$ cat src/rtl/timer_ctr.sv
// Memory-mapped countdown timer: CTRL/PRESET/COUNT registers on the CPU data bus,
// one-shot or auto-reload countdown with a maskable expiry interrupt.
module timer_ctr (
  input  logic        clk,
  input  logic        reset,
  input  logic [1:0]  Addr,
  input  logic        WE,
  input  logic [31:0] Din,
  output logic [31:0] Dout,
  output logic        IRQ
);

  typedef enum logic [1:0] {
    IDLE = 2'd0,
    LOAD = 2'd1,
    CNT  = 2'd2,
    INT  = 2'd3
  } state_e;

  localparam logic [1:0] A_CTRL   = 2'd0;
  localparam logic [1:0] A_PRESET = 2'd1;
  localparam logic [1:0] A_COUNT  = 2'd2;

  localparam int CTRL_EN = 0;
  localparam int CTRL_IM = 3;

  state_e      state_q, state_d;
  logic [3:0]  ctrl_q, ctrl_d;
  logic [31:0] preset_q, preset_d;
  logic [31:0] count_q, count_d;
  logic        irq_flag_q, irq_flag_d;

  logic ctrl_wr;
  logic preset_wr;
  logic auto_reload;
  logic expire;

  // MODE 01 is the only auto-reload encoding; 00 and 1x are one-shot.
  assign auto_reload = (ctrl_q[2:1] == 2'b01);
  assign ctrl_wr     = WE && (Addr == A_CTRL);
  assign preset_wr   = WE && (Addr == A_PRESET);

  always_comb begin
    state_d    = state_q;
    ctrl_d     = ctrl_q;
    preset_d   = preset_q;
    count_d    = count_q;
    irq_flag_d = irq_flag_q;
    expire     = 1'b0;

    case (state_q)
      IDLE: begin
        if (ctrl_q[CTRL_EN]) state_d = LOAD;
      end
      LOAD: begin
        count_d = preset_q;
        state_d = CNT;
      end
      CNT: begin
        if (!ctrl_q[CTRL_EN]) begin
          state_d = IDLE;
        end else if (count_q > 32'd1) begin
          count_d = count_q - 32'd1;
        end else begin
          count_d = 32'd0;
          expire  = 1'b1;
          state_d = INT;
        end
      end
      INT: begin
        if (auto_reload) begin
          irq_flag_d = 1'b0;
          state_d    = LOAD;
        end else begin
          ctrl_d[CTRL_EN] = 1'b0;
          state_d         = IDLE;
        end
      end
      default: state_d = IDLE;
    endcase

    // A CTRL write overrides the automatic EN clear and clears the flag,
    // but an expiry on the same edge still sets the flag.
    if (ctrl_wr) begin
      ctrl_d     = Din[3:0];
      irq_flag_d = 1'b0;
    end
    if (preset_wr) preset_d = Din;
    if (expire)    irq_flag_d = 1'b1;
  end

  always_ff @(posedge clk or negedge reset) begin
    if (!reset) begin
      state_q    <= IDLE;
      ctrl_q     <= 4'd0;
      preset_q   <= 32'd0;
      count_q    <= 32'd0;
      irq_flag_q <= 1'b0;
    end else begin
      state_q    <= state_d;
      ctrl_q     <= ctrl_d;
      preset_q   <= preset_d;
      count_q    <= count_d;
      irq_flag_q <= irq_flag_d;
    end
  end

  always_comb begin
    case (Addr)
      A_CTRL:   Dout = {28'd0, ctrl_q};
      A_PRESET: Dout = preset_q;
      A_COUNT:  Dout = count_q;
      default:  Dout = 32'd0;
    endcase
  end

  assign IRQ = ctrl_q[CTRL_IM] & irq_flag_q;

endmodule

$ cat config.mk
export PLATFORM = sky130hd
export DESIGN_NAME = timer_ctr
export DESIGN_NICKNAME = d
export VERILOG_FILES = /design/src/rtl/timer_ctr.sv
export SDC_FILE = /design/constraint.sdc
export NUM_CORES = 1
export LEC_CHECK = 0
export CAP_MARGIN = 40
export CORE_MARGIN = 1.5
export CORE_UTILIZATION = 45
export DETAILED_ROUTE_END_ITERATION = 12
export GPL_TIMING_DRIVEN = 0
export PLACE_DENSITY = 0.77
export SYNTH_ARGS = -nofsm -noshare
export SYNTH_HDL_FRONTEND = slang
export SYNTH_SLANG_ARGS = --single-unit
$ cat constraint.sdc
create_clock -name clk -period 5.9 [get_ports clk]
set_input_delay 1.18 -clock clk [delete_from_list [all_inputs] [get_ports clk]]
set_output_delay 1.18 -clock clk [all_outputs]
set_load 0.1 [all_outputs]
==> flow_summary.yaml, run 1 <==
status:
  status: "finished clean"
sta:
  fmax_mhz: 189
  slew_violations: 0
  fin_tns_setup_ns: 0
  layout_min_cycle_time_ns: 5.29
  tightest_slew_ns: 0.785
  rsz0062_at_grt: "false"
  fin_crit_sh: 0.897
  finalSetupViolCount: 0
  relSlewSlack: 0.477
  fin_skew_ns: 0.00980
  finalHoldViolCount: 0
  whs_ns: 0.521
pwr:
  p_leak_nw: 2.21
  total_power_mw: 2.58
  ir_drop_v: 0.000234
  p_per_area_mw_per_mm2: 468
clocking:
  clkLatencyLatePin_ns: 0.36
  ctsLongestPathBuffers: 2
  htreeDepth: 3
  cts_resized: 0
  cts_sinks: 71
  postCtsSetupBuffers: 0
  cts_tree: "done"
  cts_buffers: 9
  cts_root_buffer: "clkbuf_8"
  clk_pin_slew_ns: 0.07
  ctsHoldBuffers: 0
layout:
  final.fill_count: 748
  n_antenna_cell: 0
  multi_input_area_mm2: 0.00203
  fin_nets: 553
  synthToLayoutAreaGrowth_pct: 38.2
  drive_above_1_share: 0.197
  stdcell_area_mm2: 0.00552
  utilization: 0.636
  seq_area_mm2: 0.00178
route:
  wire_per_inst_um: 20.1
  num_vias: 3913
  viasPerCell: 6.24
  drc: 0
  drt_first_pass_iters: 5
  antenna_left: 0
  drt-initial-drc-count: 368
  drt_wl_total_um: 12600
worst_setup_path:
  start_kind: "primary input"
  path_buf_inv: 5
  required_ns: 4.72
  end_kind: "output port"
  worstPathCellList: "clkdlybuf4s50_1 > nor2b_1 > clkbuf_1 > buf_1 > a22o_1 > clkdlybuf4s50_1 > buf_8"
  cpLargestDelayFamily: "buffers and inverters"
  slowest_delay_ns: 0.67
  path_class: "in -> out"
  crit_top_cell: "clkdlybuf4s50_1"
  path_max_fanout: 10
  worstPathArrival_ns: 4.11
  critPathSlowestCell: "buf_1"
global_routing:
  grt_use_total: 0.276
  antenna_found_initial: 0
  first_global_vias: 3970
  overflow: 0
  grt_pass1_wl_um: 20500
  grt_max_degree: 53
synth:
  async_reset_ff_frac: 1.00
  synth_cells: 400
  ys_top_cells_by_area: "dfrtp_1 45%, mux2_2 9.6%, a22o_1 6.6%"
  yosys.area.top_type_share: 0.445
  synth_fp_nets: 439
  ys_seq_elements: 71
  yosysTopAreaCell: "dfrtp_1"
  ys_seq_area_frac: 0.445
  netlist_area_mm2: 0.00399
  synth_edf_count: 0
  ys_warn_count: 0
  synth_top_flop_cell: "dfrtp_1"
  synth.distinct_cells: 54
  avgSynthCellArea_um2: 9.98
floorplan:
  fp-row-count: 34
  ios: 70
  initial_core_util: 0.460
  coreArea_mm2: 0.00868
  dieArea_mm2: 0.00945
  die_h_um: 97.2
  die_x_um: 97.2
place:
  io_buffers: 68
  place_congestion: 0.934
  dp_hpwl_um: 8920
  placed_cell_area_mm2: 0.00533
worst_hold_path:
  min_path_type: "reg -> reg"
flow_run:
  drv_cap: 0
per-layer routing:
metal  vias up  share of wire  track usage  routed length (um)
met2       180           0.49        0.450                6150
met3        28          0.081       0.0612                1020
li1       1769              -            -                   -
met1      1936           0.41        0.360                5180
met4         0          0.021        0.101                 271
met5         -              0            0                   0
worst register-to-register path: stages (launching register included):
cell      delay [ns]
dfrtp_1         0.36
clkbuf_1        0.22
nor4_2          0.62
nand4_1         0.38
o31ai_2         0.77
buf_2           0.36
o21ai_0         0.14
a21o_1          0.20
placed cells by master (no fill, tap or decap), types with 3 or more instances in the layout:
cell type         n
a21oi_1          15
a221o_1           4
a22o_1           30
a22oi_1           9
a32oi_1           5
and3_1            3
buf_1             4
buf_2             6
buf_8            33
clkbuf_1         22
clkbuf_8         11
clkdlybuf4s50_1  67
clkinvlp_4        3
dfrtp_1          71
inv_1            13
mux2_2           34
mux2i_1           4
nand2_1          26
nand2b_1          5
nand3_1          16
nand4_1           3
nor2_1           13
nor2b_1           5
nor3_1            9
nor4_1           11
o211ai_1          6
o21ai_0          12
o21ai_1           7
o221ai_1          3
o22ai_1           5
o2bb2ai_1         5
o31ai_1           4
or3_1             8
or4_1            11
cells by family (layout without fill, tap and decap cells):
family	Yosys count	in the layout	synth area share
adder cells (fa/ha/maj)	2	2	0.00627
AND/OR/NAND/NOR	123	123	0.170
flip-flops	71	71	0.445
multiplexers	38	38	0.106
buffers and inverters	45	164	0.0458
AO/OA/AOI/OAI	121	121	0.227
synthesized netlist by cell type, drive strengths merged (12+ instances only):
| cell | instances |
|---|---|
| a22o | 30 |
| nand2 | 26 |
| nor4 | 12 |
| o21ai | 19 |
| a21oi | 16 |
| dfrtp | 71 |
| mux2 | 34 |
| inv | 13 |
| clkbuf | 22 |
| nor2 | 13 |
| or4 | 13 |
| nand3 | 16 |
through the flow:
stage | setup WS (ns) | std cells
floorplan | 1.06 | 400
global placement | 0.345 | 576
detailed placement | 0.678 | 611
CTS | 0.670 | 627
global route | 0.541 | 627
finish | 0.610 | 627
registers in the layout, indices dropped and copies added, names as in the netlist:
register    count
preset_q       32
irq_flag_q      1
count_q        32
state_q         2
ctrl_q          4
final cells by class:
class | count | area share
repair buffers | 103 | 0.219
multi-input cells | 284 | 0.368
plain buffers | 32 | 0.0243
inverters | 13 | 0.00884
well taps | 108 | 0.0245
flip-flops and latches | 71 | 0.322
clock inverters | 5 | 0.00590
clock buffers | 11 | 0.0274
power breakdown:
group	total [mW]	switching [mW]	internal, mW	leakage (nW)
logic	1.39	0.858	0.530	1.26
registers	0.828	0.180	0.648	0.866
clock network	0.367	0.193	0.174	0.0873
worst paths after layout:
kind | cells after the start | startpoint | slack (ns) | endpoint
min in group asynchronous | 1 | reset | 0.70 | preset_q[26]
worst max register to register | 7 | count_q[12] | 2.74 | count_q[15]
worst min-delay path | 2 | preset_q[21] | 0.52 | count_q[21]
worst min register to register | 2 | preset_q[21] | 0.52 | count_q[21]
worst max-delay path | 7 | Addr[0] | 0.61 | Dout[25]
max in group asynchronous | 2 | reset | 4.66 | preset_q[14]
(Power assumes the default switching activity.)
==> run 2: changes to the inputs <==
--- a/config.mk
+++ b/config.mk
@@ -5,8 +5,9 @@
 export SDC_FILE = /design/constraint.sdc
 export NUM_CORES = 1
 export LEC_CHECK = 0
+export ABC_CLOCK_PERIOD_IN_PS = 5900
 export CAP_MARGIN = 40
-export CORE_MARGIN = 1.5
+export CORE_MARGIN = 4
 export CORE_UTILIZATION = 45
 export DETAILED_ROUTE_END_ITERATION = 12
 export GPL_TIMING_DRIVEN = 0
==> run 2 against run 1 <==
  * Largest power group unchanged
  * Critical endpoint is now Dout[28]
  * Sequential share of layout area is 0.17 points higher
  * Non-clock buffer count is the same
  * Die area is 11% higher
  * Total power down 0.92%
  * Critical path depth unchanged
==> flow_summary.yaml, run 2 (synthesis gave the netlist of run 1 again) <==
clocking:
  ctsHoldBuffers: 0
  htreeDepth: 3
  cts_resized: 0
  clkLatencyLatePin_ns: 0.35
  cts_root_buffer: "clkbuf_8"
  cts_buffers: 9
  cts_sinks: 71
  cts_tree: "done"
  clk_pin_slew_ns: 0.07
  postCtsSetupBuffers: 0
  ctsLongestPathBuffers: 2
worst_setup_path:
  path_class: "in -> out"
  end_kind: "output port"
  required_ns: 4.72
  rr_startpoint: "count_q[12]"
  start_kind: "primary input"
  timing.rr.end: "count_q[15]"
  worst_r2r_path_depth: 7
  critPathSlowestCell: "buf_1"
  path_max_fanout: 10
  worstPathCellList: "clkdlybuf4s50_1 > nor2b_1 > clkbuf_1 > buf_1 > a22o_1 > clkdlybuf4s50_1 > buf_8"
  worstPathArrival_ns: 4.07
  crit_top_cell: "clkdlybuf4s50_1"
  slowest_delay_ns: 0.61
  ff2ff_setup_slack_ns: 2.76
place:
  dp.cells: 611
  io_buffers: 68
  place_congestion: 0.895
  dp_slack_ns: 0.721
  dp_hpwl_um: 9140
layout:
  largestRegisters: "count_q x32, preset_q x32, ctrl_q x4"
  final.fill_count: 728
  final_cell_mix: "71 x dfrtp_1, 67 x clkdlybuf4s50_1, 34 x mux2_2"
  layoutNonFillerInstCount: 626
  drive_above_1_share: 0.195
  n_antenna_cell: 0
  synthToLayoutAreaGrowth_pct: 37.5
  mostFrequentLayoutCell: "dfrtp_1"
  fin_nets: 553
sta:
  rsz0062_at_grt: "false"
  fmax_mhz: 191
  fin_tns_setup_ns: 0
  finalHoldViolCount: 0
  fin_skew_ns: 0.00667
  finalSetupViolCount: 0
  layout_setup_ws_ns: 0.653
  relSlewSlack: 0.450
  fin_crit_sh: 0.889
  layout_min_cycle_time_ns: 5.25
  slew_violations: 0
  tightest_slew_ns: 0.825
global_routing:
  grt_use_total: 0.257
  top_usage_layer: "met2"
  overflow: 0
  met3_usage: 0.0580
  grt_use_met2: 0.419
  antenna_found_initial: 0
  grt_max_degree: 37
  first_global_vias: 3884
  grt_pass1_wl_um: 20500
  gr-usage-met1: 0.339
worst_hold_path:
  hold_depth: 2
  min_from: "preset_q[24]"
  min_path_type: "reg -> reg"
  min_to: "count_q[24]"
status:
  status: "finished clean"
floorplan:
  initial_core_util: 0.460
  die_x_um: 102
  fp-row-count: 34
  dieArea_mm2: 0.0104
  coreArea_mm2: 0.00868
  ios: 70
  die_h_um: 102
pwr:
  p_per_area_mw_per_mm2: 466
  total_power_mw: 2.56
  p_leak_nw: 2.21
  ir_drop_v: 0.000227
route:
  num_vias: 3918
  viasPerCell: 6.26
  antenna_left: 0
  drt-initial-drc-count: 296
  drc: 0
  drt_wl_total_um: 12900
  drt_first_pass_iters: 5
  wire_per_inst_um: 20.6
flow_run:
  drv_cap: 0
-- run 2: layout make-up --
class	instances	area, um^2	area share
Multi-Input combinational cell	284	2030	0.370
Sequential cell	71	1780	0.324
Timing Repair Buffer	103	1200	0.218
Clock buffer	10	138	0.0251
Tap cell	108	135	0.0246
Buffer	32	134	0.0244
Inverter	13	48.8	0.00889
Clock inverter	5	25.0	0.00456
-- run 2: power by group --
group	switching [mW]	internal, mW
clock network	0.180	0.158
logic	0.865	0.529
registers	0.179	0.648
-- run 2: worst max-delay path by stage --
| stage | startpoint | endpoint | slack, ns | cells after the start |
|---|---|---|---|---|
| 2_1_floorplan | Addr[1] | Dout[3] | 1.06 | 3 |
| 3_3_place_gp | Addr[0] | Dout[28] | 0.30 | 6 |
| 3_5_place_dp | Addr[0] | Dout[28] | 0.72 | 7 |
| 4_1_cts | Addr[0] | Dout[28] | 0.72 | 7 |
| 5_1_grt | Addr[0] | Dout[25] | 0.60 | 7 |
| 6_report | Addr[0] | Dout[28] | 0.65 | 7 |
-- run 2: routing by layer --
layer,wire (um),vias up,part of all wire
li1,-,1763,-
met1,5310,1904,0.41
met2,6190,214,0.48
met3,1080,37,0.083
met4,337,0,0.026
met5,0,-,0
-- run 2: stage by stage --
step / hold WS, ns / util / area (um^2)
final: 0.521 / 0.632 / 5490
after global routing: 0.549 / 0.632 / 5490
after CTS: 0.524 / 0.632 / 5490
after detailed placement: 0.507 / 0.614 / 5330
after global placement: 0.493 / 0.554 / 4810
after floorplan: 0.461 / - / 3990
-- run 2: critical path: cells and delay by family --
kind | cells | cell delay [ns]
buf+inv | 5 | 2.43
simple gates | 1 | 0.15
compound gates | 1 | 0.28
==> run 3: changes to the inputs <==
--- a/config.mk
+++ b/config.mk
@@ -5,13 +5,14 @@
 export SDC_FILE = /design/constraint.sdc
 export NUM_CORES = 1
 export LEC_CHECK = 0
+export ABC_AREA = 1
 export ABC_CLOCK_PERIOD_IN_PS = 5900
 export CAP_MARGIN = 40
 export CORE_MARGIN = 4
 export CORE_UTILIZATION = 45
 export DETAILED_ROUTE_END_ITERATION = 12
 export GPL_TIMING_DRIVEN = 0
-export PLACE_DENSITY = 0.77
+export PLACE_DENSITY = 0.76
 export SYNTH_ARGS = -nofsm -noshare
 export SYNTH_HDL_FRONTEND = slang
 export SYNTH_SLANG_ARGS = --single-unit
==> run 3 against run 2 <==
  * Largest power group unchanged
  * Utilization increased by 0.52 points
  * Clock skew increased by 0.0020 ns
  * Critical path type unchanged
  * Clock-buffer cell count decreased by 1
  * Non-clock buffer count decreased by 11
  * Maximum frequency increased by 13%
  * Sequential share of layout area decreased by 2.5 points
==> flow_summary.yaml, run 3 <==
global_routing:
  grt_pass1_wl_um: 22300
  grt_max_degree: 49
  grt_use_total: 0.251
  overflow: 0
  antenna_found_initial: 0
  first_global_vias: 4562
clocking:
  clkLatencyLatePin_ns: 0.36
  htreeDepth: 3
  ctsHoldBuffers: 0
  postCtsSetupBuffers: 0
  clk_pin_slew_ns: 0.08
  cts_sinks: 71
  cts_tree: "done"
  cts_buffers: 9
  cts_root_buffer: "clkbuf_8"
  ctsLongestPathBuffers: 2
  cts_resized: 0
route:
  viasPerCell: 5.28
  antenna_left: 0
  drt_wl_total_um: 13700
  drt_first_pass_iters: 5
  drc: 0
  wire_per_inst_um: 16.3
  drt-initial-drc-count: 362
  num_vias: 4427
synth:
  avgSynthCellArea_um2: 7.37
  netlist_area_mm2: 0.00437
  synth_compound_area_frac: 0.162
  synth_top_family_by_area: "simple AND/OR/NAND/NOR gates"
  synth-simple-area-share: 0.264
  ys_warn_count: 0
  yosys.area_share.xor_xnor: 0.0201
  synth_fp_nets: 631
  yosys.area.top_type_share: 0.407
  ys_seq_elements: 71
  synth_most_common_cell: "nand2_1"
  synth_edf_count: 0
  async_reset_ff_frac: 1.00
  synth.distinct_cells: 29
  synth_adder_area_share: 0.00573
  synth_common_cells: "120 x nand2_1, 87 x nor2_1, 78 x inv_1"
  synth_cells: 592
  ys_top_cells_by_area: "dfrtp_1 41%, nand2_1 10%, o21ai_0 7.7%"
  synth.mux.area_fraction: 0.0464
  ys_seq_area_frac: 0.407
  synth_top_flop_cell: "dfrtp_1"
  yosysTopAreaCell: "dfrtp_1"
pwr:
  combPwrFrac: 0.523
  power_frac_clock: 0.162
  p_per_area_mw_per_mm2: 446
  power.share.switching: 0.482
  p_int_mw: 1.37
  ir_drop_v: 0.000349
  seqPwrFrac: 0.315
  total_power_mw: 2.65
  power_switching_mw: 1.28
  p_leak_nw: 2.68
worst_setup_path:
  start_kind: "primary input"
  required_ns: 4.72
  worst_r2r_path_depth: 8
  path_class: "in -> out"
  timing.rr.end: "count_q[26]"
  worstPathArrival_ns: 3.44
  rr_startpoint: "count_q[1]"
  ff2ff_setup_slack_ns: 4.04
  end_kind: "output port"
  path_max_fanout: 10
sta:
  fin_crit_sh: 0.784
  layout_min_cycle_time_ns: 4.62
  fin_tns_setup_ns: 0
  tightest_slew_ns: 0.629
  relSlewSlack: 0.581
  finalSetupViolCount: 0
  rsz0062_at_grt: "false"
  finalHoldViolCount: 0
  whs_ns: 0.512
  fmax_mhz: 216
  slew_violations: 0
  fin_skew_ns: 0.00871
layout:
  stdcell_area_mm2: 0.00595
  n_antenna_cell: 0
  layoutNonFillerInstCount: 839
  mostFrequentLayoutCell: "nand2_1"
  synthToLayoutAreaGrowth_pct: 36.3
  largestRegisters: "count_q x32, preset_q x32, ctrl_q x4"
  drive_above_1_share: 0.155
  fin_nets: 745
  final_cell_mix: "120 x nand2_1, 87 x nor2_1, 78 x inv_1"
place:
  io_buffers: 69
  dp_hpwl_um: 10600
  dp.cells: 824
  place_congestion: 0.987
  placed_cell_area_mm2: 0.00574
worst_hold_path:
  hold_depth: 2
  min_from: "preset_q[2]"
  min_to: "preset_q[2]"
  min_path_type: "reg -> reg"
floorplan:
  die_h_um: 106
  initial_core_util: 0.468
  fp-row-count: 35
  coreArea_mm2: 0.00933
  dieArea_mm2: 0.0113
  ios: 70
  die_x_um: 106
flow_run:
  drv_cap: 0
status:
  status: "finished clean"
## run 3: changes by cell type after synthesis, moves of 10 or more
cell      change
inv_1        +65
a21oi_1      +20
a22o_1       -30
nor2_1       +74
nand2_1      +94
mux2_2       -17
xor2_1       +10
clkbuf_1     -12
o21ai_0      +55
nor4_1       -11
or4_1        -11
## run 3: worst max path at each step
stage / cells after the start / startpoint / slack, ns / to
2_1_floorplan: 4 / Addr[0] / 1.08 / Dout[13]
3_3_place_gp: 7 / Addr[0] / 0.89 / Dout[23]
3_5_place_dp: 8 / Addr[0] / 1.28 / Dout[23]
4_1_cts: 8 / Addr[0] / 1.25 / Dout[0]
5_1_grt: 8 / Addr[0] / 1.13 / Dout[0]
6_report: 8 / Addr[0] / 1.28 / Dout[0]
## run 3: area by class of cell
type,count,area (um^2)
plain buffers,21,110
clock buffers,9,124
clock inverters,6,86.3
fillers,862,3380
inverters,81,304
multi-input cells,419,2170
flip-flops and latches,71,1780
well taps,129,161
repair buffers,103,1210
## run 3: kinds of logic (layout without fill, tap and decap cells)
family / after synthesis / after routing
AO/OA/AOI/OAI: 129 / 129
XOR/XNOR: 10 / 10
flip-flops: 71 / 71
AND/OR/NAND/NOR: 260 / 260
adder cells (fa/ha/maj): 2 / 2
buffers and inverters: 102 / 220
multiplexers: 18 / 18
## run 3: metal layers
| metal | GRT usage | wire, um |
|---|---|---|
| met1 | 0.327 | 6020 |
| met2 | 0.431 | 6750 |
| met4 | 0.0758 | 248 |
| met5 | 0 | 0 |
| met3 | 0.0401 | 681 |
## run 3: power groups by stage
stage	Combinational (mW)	Clock, mW	Sequential, mW
global placement	1.20	0	0.836
floorplan	0.938	0	0.783
detailed placement	1.38	0	0.840
global route	1.50	0.454	0.858
finish	1.39	0.431	0.836
CTS	1.38	0.435	0.831
## run 3: critical path, cell delays in order
cell and delay (ns):
clkdlybuf4s50_1 0.47, inv_1 0.06, nor2_2 0.19, clkbuf_1 0.52
nand2_1 0.13, o211ai_1 0.12, clkdlybuf4s50_1 0.55, buf_8 0.21
## run 3: through the flow
step / util / setup slack, ns
2_1_floorplan: - / 1.08
3_3_place_gp: 0.559 / 0.887
3_5_place_dp: 0.615 / 1.28
4_1_cts: 0.638 / 1.25
5_1_grt: 0.638 / 1.13
6_report: 0.638 / 1.28
